`config.mk`:
```
export PLATFORM = sky130hd
export DESIGN_NAME = stopwatch_counter_flat
export DESIGN_NICKNAME = d
export VERILOG_FILES = /design/src/rtl/stopwatch_counter_if.sv /design/src/rtl/stopwatch_counter.sv /design/src/flat_wrapper.sv
export SDC_FILE = /design/constraint.sdc
export NUM_CORES = 1
export LEC_CHECK = 0
export ABC_AREA = 1
export CAP_MARGIN = 10
export CORE_MARGIN = 4
export CORE_UTILIZATION = 56
export DETAILED_ROUTE_END_ITERATION = 7
export PLACE_DENSITY_LB_ADDON = 0.1
export SYNTH_ARGS = -nofsm -noshare
export SYNTH_HDL_FRONTEND = slang
export SYNTH_SLANG_ARGS = --single-unit
export TNS_END_PERCENT = 1
```
`constraint.sdc`:
```
create_clock -name clk_in -period 4.1 [get_ports clk_in]
set_clock_uncertainty 0.2 [all_clocks]
set_input_delay 1.23 -clock clk_in [delete_from_list [all_inputs] [get_ports clk_in]]
set_output_delay 1.23 -clock clk_in [all_outputs]
set_load 0.01 [all_outputs]
```
`src/rtl/stopwatch_counter_if.sv`:
```
// Signal bundle between the stopwatch core and its surroundings: divider ticks,
// button/switch levels in, BCD MM:SS digits, mode and rollover out.
interface stopwatch_counter_if;
  logic       tick_1hz;
  logic       tick_2hz;
  logic       btn_pause;
  logic       adj;
  logic       sel;
  logic [3:0] min_tens;
  logic [3:0] min_ones;
  logic [3:0] sec_tens;
  logic [3:0] sec_ones;
  logic [1:0] mode;
  logic       rollover;

  modport master (
    output tick_1hz, tick_2hz, btn_pause, adj, sel,
    input  min_tens, min_ones, sec_tens, sec_ones, mode, rollover
  );

  modport slave (
    input  tick_1hz, tick_2hz, btn_pause, adj, sel,
    output min_tens, min_ones, sec_tens, sec_ones, mode, rollover
  );
endinterface

```
`src/rtl/stopwatch_counter.sv`:
```
// MM:SS BCD stopwatch with run/pause/adjust modes driven by sampled divider ticks.
// Optional macro STOPWATCH_INPUT_SYNC_EN adds a two-flop synchronizer on all inputs.
module stopwatch_counter (
  input  logic                clk_in,
  input  logic                rst_n,
  stopwatch_counter_if.slave  sw
);

  localparam logic [1:0] ST_RUN     = 2'b00;
  localparam logic [1:0] ST_PAUSE   = 2'b01;
  localparam logic [1:0] ST_ADJ_MIN = 2'b10;
  localparam logic [1:0] ST_ADJ_SEC = 2'b11;

  logic [4:0] raw_in;
  logic [4:0] in_vec;
  logic [2:0] prev_q;
  logic [1:0] arm_cnt;
  logic       armed;
  logic       e_1hz;
  logic       e_2hz;
  logic       e_btn;
  logic       in_adj;
  logic       in_sel;

  logic       pause_q;
  logic       pause_n;
  logic [1:0] state;
  logic [1:0] mode_q;
  logic [1:0] mode_n;
  logic       roll_q;
  logic       roll_n;
  logic [3:0] min_t_q, min_o_q, sec_t_q, sec_o_q;
  logic [3:0] min_t_n, min_o_n, sec_t_n, sec_o_n;

  assign raw_in = {sw.tick_1hz, sw.tick_2hz, sw.btn_pause, sw.adj, sw.sel};

`ifdef STOPWATCH_INPUT_SYNC_EN
  localparam logic [1:0] ARM_CYCLES = 2'd3;

  logic [4:0] sync1_q;
  logic [4:0] sync2_q;

  always_ff @(posedge clk_in or negedge rst_n) begin
    if (!rst_n) begin
      sync1_q <= '0;
      sync2_q <= '0;
    end else begin
      sync1_q <= raw_in;
      sync2_q <= sync1_q;
    end
  end

  assign in_vec = sync2_q;
`else
  localparam logic [1:0] ARM_CYCLES = 2'd1;

  assign in_vec = raw_in;
`endif

  // Edges stay masked until the sampled levels after reset have reached the
  // previous-sample register, so a level already high at release is not an edge.
  always_ff @(posedge clk_in or negedge rst_n) begin
    if (!rst_n) begin
      arm_cnt <= '0;
      prev_q  <= '0;
    end else begin
      if (arm_cnt != ARM_CYCLES) arm_cnt <= arm_cnt + 2'd1;
      prev_q <= in_vec[4:2];
    end
  end

  assign armed  = (arm_cnt == ARM_CYCLES);
  assign e_1hz  = armed & in_vec[4] & ~prev_q[2];
  assign e_2hz  = armed & in_vec[3] & ~prev_q[1];
  assign e_btn  = armed & in_vec[2] & ~prev_q[0];
  assign in_adj = in_vec[1];
  assign in_sel = in_vec[0];

  // The tick in this cycle is judged with the pause flag from before any toggle.
  assign state   = in_adj ? (in_sel ? ST_ADJ_SEC : ST_ADJ_MIN)
                          : (pause_q ? ST_PAUSE : ST_RUN);
  assign pause_n = pause_q ^ e_btn;
  assign mode_n  = in_adj ? {1'b1, in_sel} : {1'b0, pause_n};

  always_comb begin
    min_t_n = min_t_q;
    min_o_n = min_o_q;
    sec_t_n = sec_t_q;
    sec_o_n = sec_o_q;
    roll_n  = 1'b0;
    case (state)
      ST_RUN: begin
        if (e_1hz) begin
          if (sec_o_q != 4'd9) begin
            sec_o_n = sec_o_q + 4'd1;
          end else begin
            sec_o_n = 4'd0;
            if (sec_t_q != 4'd5) begin
              sec_t_n = sec_t_q + 4'd1;
            end else begin
              sec_t_n = 4'd0;
              if (min_o_q != 4'd9) begin
                min_o_n = min_o_q + 4'd1;
              end else begin
                min_o_n = 4'd0;
                if (min_t_q != 4'd5) begin
                  min_t_n = min_t_q + 4'd1;
                end else begin
                  min_t_n = 4'd0;
                  roll_n  = 1'b1;
                end
              end
            end
          end
        end
      end
      ST_ADJ_MIN: begin
        if (e_2hz) begin
          if (min_o_q != 4'd9) begin
            min_o_n = min_o_q + 4'd1;
          end else begin
            min_o_n = 4'd0;
            min_t_n = (min_t_q == 4'd5) ? 4'd0 : min_t_q + 4'd1;
          end
        end
      end
      ST_ADJ_SEC: begin
        if (e_2hz) begin
          if (sec_o_q != 4'd9) begin
            sec_o_n = sec_o_q + 4'd1;
          end else begin
            sec_o_n = 4'd0;
            sec_t_n = (sec_t_q == 4'd5) ? 4'd0 : sec_t_q + 4'd1;
          end
        end
      end
      default: begin
      end
    endcase
  end

  always_ff @(posedge clk_in or negedge rst_n) begin
    if (!rst_n) begin
      min_t_q <= '0;
      min_o_q <= '0;
      sec_t_q <= '0;
      sec_o_q <= '0;
      pause_q <= 1'b0;
      mode_q  <= ST_RUN;
      roll_q  <= 1'b0;
    end else begin
      min_t_q <= min_t_n;
      min_o_q <= min_o_n;
      sec_t_q <= sec_t_n;
      sec_o_q <= sec_o_n;
      pause_q <= pause_n;
      mode_q  <= mode_n;
      roll_q  <= roll_n;
    end
  end

  assign sw.min_tens = min_t_q;
  assign sw.min_ones = min_o_q;
  assign sw.sec_tens = sec_t_q;
  assign sw.sec_ones = sec_o_q;
  assign sw.mode     = mode_q;
  assign sw.rollover = roll_q;

endmodule

```
`src/flat_wrapper.sv`:
```
// flat-port wrapper written by rule: the top's interface ports become plain ports
module stopwatch_counter_flat 
  (clk_in, rst_n, sw_tick_1hz, sw_tick_2hz, sw_btn_pause, sw_adj, sw_sel, sw_min_tens, sw_min_ones, sw_sec_tens, sw_sec_ones, sw_mode, sw_rollover);
  stopwatch_counter_if sw_i ();
  input  logic clk_in;
  input  logic rst_n;
  input wire logic [$bits(sw_i.tick_1hz)-1:0] sw_tick_1hz;
  input wire logic [$bits(sw_i.tick_2hz)-1:0] sw_tick_2hz;
  input wire logic [$bits(sw_i.btn_pause)-1:0] sw_btn_pause;
  input wire logic [$bits(sw_i.adj)-1:0] sw_adj;
  input wire logic [$bits(sw_i.sel)-1:0] sw_sel;
  output wire logic [$bits(sw_i.min_tens)-1:0] sw_min_tens;
  output wire logic [$bits(sw_i.min_ones)-1:0] sw_min_ones;
  output wire logic [$bits(sw_i.sec_tens)-1:0] sw_sec_tens;
  output wire logic [$bits(sw_i.sec_ones)-1:0] sw_sec_ones;
  output wire logic [$bits(sw_i.mode)-1:0] sw_mode;
  output wire logic [$bits(sw_i.rollover)-1:0] sw_rollover;
  assign sw_i.tick_1hz = sw_tick_1hz;
  assign sw_i.tick_2hz = sw_tick_2hz;
  assign sw_i.btn_pause = sw_btn_pause;
  assign sw_i.adj = sw_adj;
  assign sw_i.sel = sw_sel;
  assign sw_min_tens = sw_i.min_tens;
  assign sw_min_ones = sw_i.min_ones;
  assign sw_sec_tens = sw_i.sec_tens;
  assign sw_sec_ones = sw_i.sec_ones;
  assign sw_mode = sw_i.mode;
  assign sw_rollover = sw_i.rollover;
  stopwatch_counter u_core (.clk_in(clk_in), .rst_n(rst_n), .sw(sw_i));
endmodule
```
# ---- After elaboration in Yosys (flattened, before gate mapping)
# Cells that the tools add are included.
# Widths: inputs -> output; s select.
dict set report op_classes {
  n_addsub 5
  eq_ne 18
  mux 36
  bitwise 10
  reduce_logical 7
}
# cell count
set ops {}
lappend ops {{$mux 4} 22}
lappend ops {{$pmux 4 s2} 4}
lappend ops {{$add 4x1->4 const B} 4}
lappend ops {{$ne 2x2->1 const B} 5}
lappend ops {{$reduce_and 5->1} 2}
lappend ops {{$eq 4x3->1 const B} 2}
lappend ops {{$mux 1} 8}
lappend ops {{$ne 2x1->1 const B} 4}
lappend ops {{$ne 4x3->1 const B} 2}
lappend ops {{$ne 4x4->1 const B} 2}
lappend ops {{$reduce_and 7->1} 1}
lappend ops {{$and 1x1->1} 6}
lappend ops {{$eq 2x2->1 const B} 2}
lappend ops {{$mux 2} 2}
lappend ops {{$reduce_bool 2->1} 2}
lappend ops {{$not 1->1} 3}
lappend ops {{$reduce_and 3->1} 1}
lappend ops {{$add 2x1->2 const B} 1}
lappend ops {{$eq 2x1->1 const B} 1}
lappend ops {{$logic_not 2->1} 1}
lappend ops {{$xor 1x1->1} 1}
dict set report word_totals {
  reg_bits 25
  wordCells 85
}

# ---- Longest topological paths before layout
dict set report logic_depth {
  word_depth 7
  ltp_mapped 11
}

# ---- Worst setup path after synthesis
# OpenSTA, ideal clock, no wires.
dict set report synth_path {
  path_kind {input to register}
  start {in sw_adj}
  end {reg u_core.sec_t_q[2], in the netlist u_core.sw.sec_tens[2]}
  setup_ps 117
  arrival_time_ps 2333
  required_time_ps 3783
  setup_slack_ps 1449
  stages 9
  cell_sequence {o21ai_0 > inv_1 > ha_1 > nand2_2 > nand3_2 > nor2_4 > inv_2 > nand2_1 > nand2_1}
}
dict set report synth_between {
  elab_chain_len 4
  elab_cells_between_ends 10
  classes_between {eq/ne (5); mux (2); reduce/logical (3)}
}
# element line
set synth_lines {}
lappend synth_lines {{start: declaration} flat_wrapper.sv:10} ;# input wire logic [$bits(sw_i.adj)-1:0] sw_adj;
lappend synth_lines {{$mux 2 (*)} stopwatch_counter.sv:80} ;# assign state = in_adj ? (in_sel ? ST_ADJ_SEC : ST_ADJ_MIN)
lappend synth_lines {{$eq 2x2->1 / $logic_not 2->1 (equally long branches)} stopwatch_counter.sv:91} ;# case (state)
lappend synth_lines {{$ne 2x2->1 (no line), or another cell as far along} n/a}
lappend synth_lines {{$reduce_and 5->1 (no line)} n/a}
lappend synth_lines {{end signal: assignment} stopwatch_counter.sv:154} ;# sec_t_q <= sec_t_n;
lappend synth_lines {{end: declaration} stopwatch_counter.sv:32} ;# logic [3:0] min_t_q, min_o_q, sec_t_q, sec_o_q;
# Every way passes the cells marked *; elsewhere a longest branch is shown, timed or not.
# A chain may end at the register's enable or synchronous reset.

# ---- Final worst setup path
# Same ends and word-level chain as after synthesis.

==> metrics.yaml <==
status: "finished, final reports clean"
track_usage: 0.188
synthToLayoutAreaGrowth_pct: 21.7
setup_slack_ns: 1.07
h-tree-depth: 1
timing.final.crit_share: 0.739
start_util: 0.585
drtAntennaViolNets: 0
arrival_ns: 3.06
clkTransAtPathRegs_ns: 0.13
portBuffers: 25
drv_slew: 0
critPathKind: "in -> reg"
clock_path_buffers: 2
final-setup-viol-count: 0
cts_setup_buffers: 0
cp.required_ns: 4.13
fillers: 191
hold_path_class: "reg -> reg"
dpl.cell_count: 232
wire_per_inst_microns: 12.2
power_density_nw_per_um2: 604
synthMostInstantiatedCell: "nand2_1"
slowest_stage: "clkdlybuf4s50_1"
diodes: 0
cap_violations: 0
die-area_sq_um: 3470
slew_headroom: 0.789
worst_slew_pin_slew_ns: 0.317
dpl_cell_area_sq_um: 1740
io_pins: 26
drt-vias-per-instance: 5.25
final_area_sq_um: 1760
first_global_vias: 1240
synth_commonest_cells: "nand2_1, dfrtp_1, inv_1, nor2_1, nand3_1"
fin_setup_tns_ns: 0
drive_above_1_share: 0.126
synth-edff-count: 0
root_buffer: "clkbuf_4"
coreArea_sq_um: 2480
yosysTopAreaCell: "dfrtp_1"
routed_wl_microns: 2880
yosysSeqAreaShare: 0.431
crit_path_cell_trace: "clkdlybuf4s50_1, nand2_1, o21ai_0, inv_1, ha_1, nand2_2, nand3_2, nor2_4, inv_2, nand2_1, nand2_1"
grt_pass1_wl_microns: 5090
syn_nets: 192
syn_area_sq_um: 1450
hold_buffers: 0
dr.pass1.iters: 4
crit_family: "buffers and inverters"
synth_area_per_cell_sq_um: 8.19
synthTopCellsByArea: "dfrtp_1, nand2_1, ha_1"
multi_input_area_sq_um: 727
regArea_sq_um: 626
critPathMaxStageDelay_ns: 0.58
clk_latency_ns: 0.32
final-hold-violation-count: 0
cts_buffers: 3
cpMostUsedCell: "nand2_1"
cp-start-kind: "input pin"
ys_warn_count: 0
antenna_found_initial: 0
rsz0062_at_grt: "no"
grt_overflow: 0
ys_types: 22
vias: 1238
dominantRegCellSynth: "dfrtp_1"
cts_sinks: 25
cp-end-kind: "register"
async_reset_ff_frac: 1.00
fp-row-count: 18
first_iter_violations: 44
place_congestion: 0.845
yosysTopAreaCellShare: 0.431
die_y_microns: 58.9
cts_resized: 0
ir_drop_uv: 434
fin_crit_ns: 3.03
synth-seq-cells: 25
place_ws_ns: 0.710
reg2reg_slack_ns: 2.12
clock.fmax_ghz: 0.330
layout.cells.non_filler: 236
synth_cells: 177
dieWidth_microns: 58.9
dpl.hpwl_microns: 2160
final_nets: 222
drc: 0
grt_max_degree: 26
worst-path-buf-inv: 3
p_leak_nw: 0.853
cp_max_fo: 7
cts_tree: "done"
[final cells by class]
cell class | count | share of cell area
multi-input cells | 127 | 0.412
flip-flops and latches | 25 | 0.355
repair buffers | 26 | 0.146
inverters | 24 | 0.0511
well taps | 30 | 0.0213
clock buffers | 4 | 0.0149
[final timing paths]
check	from	to	cells after the start
hold reg to reg	u_core.arm_cnt[0]	u_core.arm_cnt[0]	1
hold / removal	u_core.arm_cnt[0]	u_core.arm_cnt[0]	1
setup / recovery	sw_adj	u_core.sw.sec_tens[2]	11
min in group asynchronous	rst_n	u_core.sw.min_tens[2]	2
setup reg to reg	u_core.pause_q	u_core.sw.sec_tens[2]	10
max in group asynchronous	rst_n	u_core.sw.min_ones[3]	2
[where the power goes]
group          internal, mW  leakage (nW)  total, mW  switching [mW]
Combinational         0.251         0.527      0.530           0.279
Clock                0.0381        0.0150      0.111          0.0734
Sequential            0.323         0.311      0.425           0.102
[metal layers]
metal | track usage | vias to the layer above | routed length, microns
met1 | 0.226 | 583 | 1250
met4 | 0.0971 | 0 | 57
met2 | 0.320 | 31 | 1460
met3 | 0.0307 | 10 | 113
li1 | - | 614 | -
met5 | 0 | - | 0
[flip-flops by register name (all words and copies together), names as in the netlist]
signal              flops
u_core.pause_q          1
u_core.sw.mode          2
u_core.sw.sec_tens      4
u_core.sw.min_tens      4
u_core.sw.sec_ones      4
u_core.arm_cnt          2
u_core.sw.rollover      1
u_core.sw.min_ones      4
u_core.prev_q           3
[cell usage in the layout (no fill, tap or decap), drive strengths merged]
| cell | synthesis | layout |
|---|---|---|
| xnor2 | 3 | 3 |
| o21bai | 1 | 1 |
| a21oi | 7 | 7 |
| inv | 24 | 24 |
| xor2 | 3 | 3 |
| o21ai | 9 | 9 |
| nand4 | 4 | 4 |
| nand2 | 52 | 52 |
| dfrtp | 25 | 25 |
| ha | 8 | 8 |
| nor2 | 26 | 26 |
| clkdlybuf4s50 | 0 | 25 |
| clkbuf | 0 | 4 |
| nand3 | 14 | 14 |
| buf | 1 | 1 |
[through the flow]
stage	utilization	power (mW)	hold slack [ns]
after floorplan	-	0.738	0.244
after CTS	0.712	1.08	0.303
after global placement	0.702	0.941	0.258
after global routing	0.712	1.16	0.325
final	0.712	1.07	0.296
after detailed placement	0.702	0.960	0.278
[kinds of logic (layout without fill, tap and decap cells)]
group | count (synthesis) | in the layout | synth area share
compound gates | 17 | 17 | 0.0656
xor+xnor | 6 | 6 | 0.0362
fa+ha+maj | 8 | 8 | 0.0690
buf+inv | 25 | 54 | 0.0673
flops | 25 | 25 | 0.431
simple gates | 96 | 96 | 0.330
No activity file was read; power rests on OpenSTA's default activity.
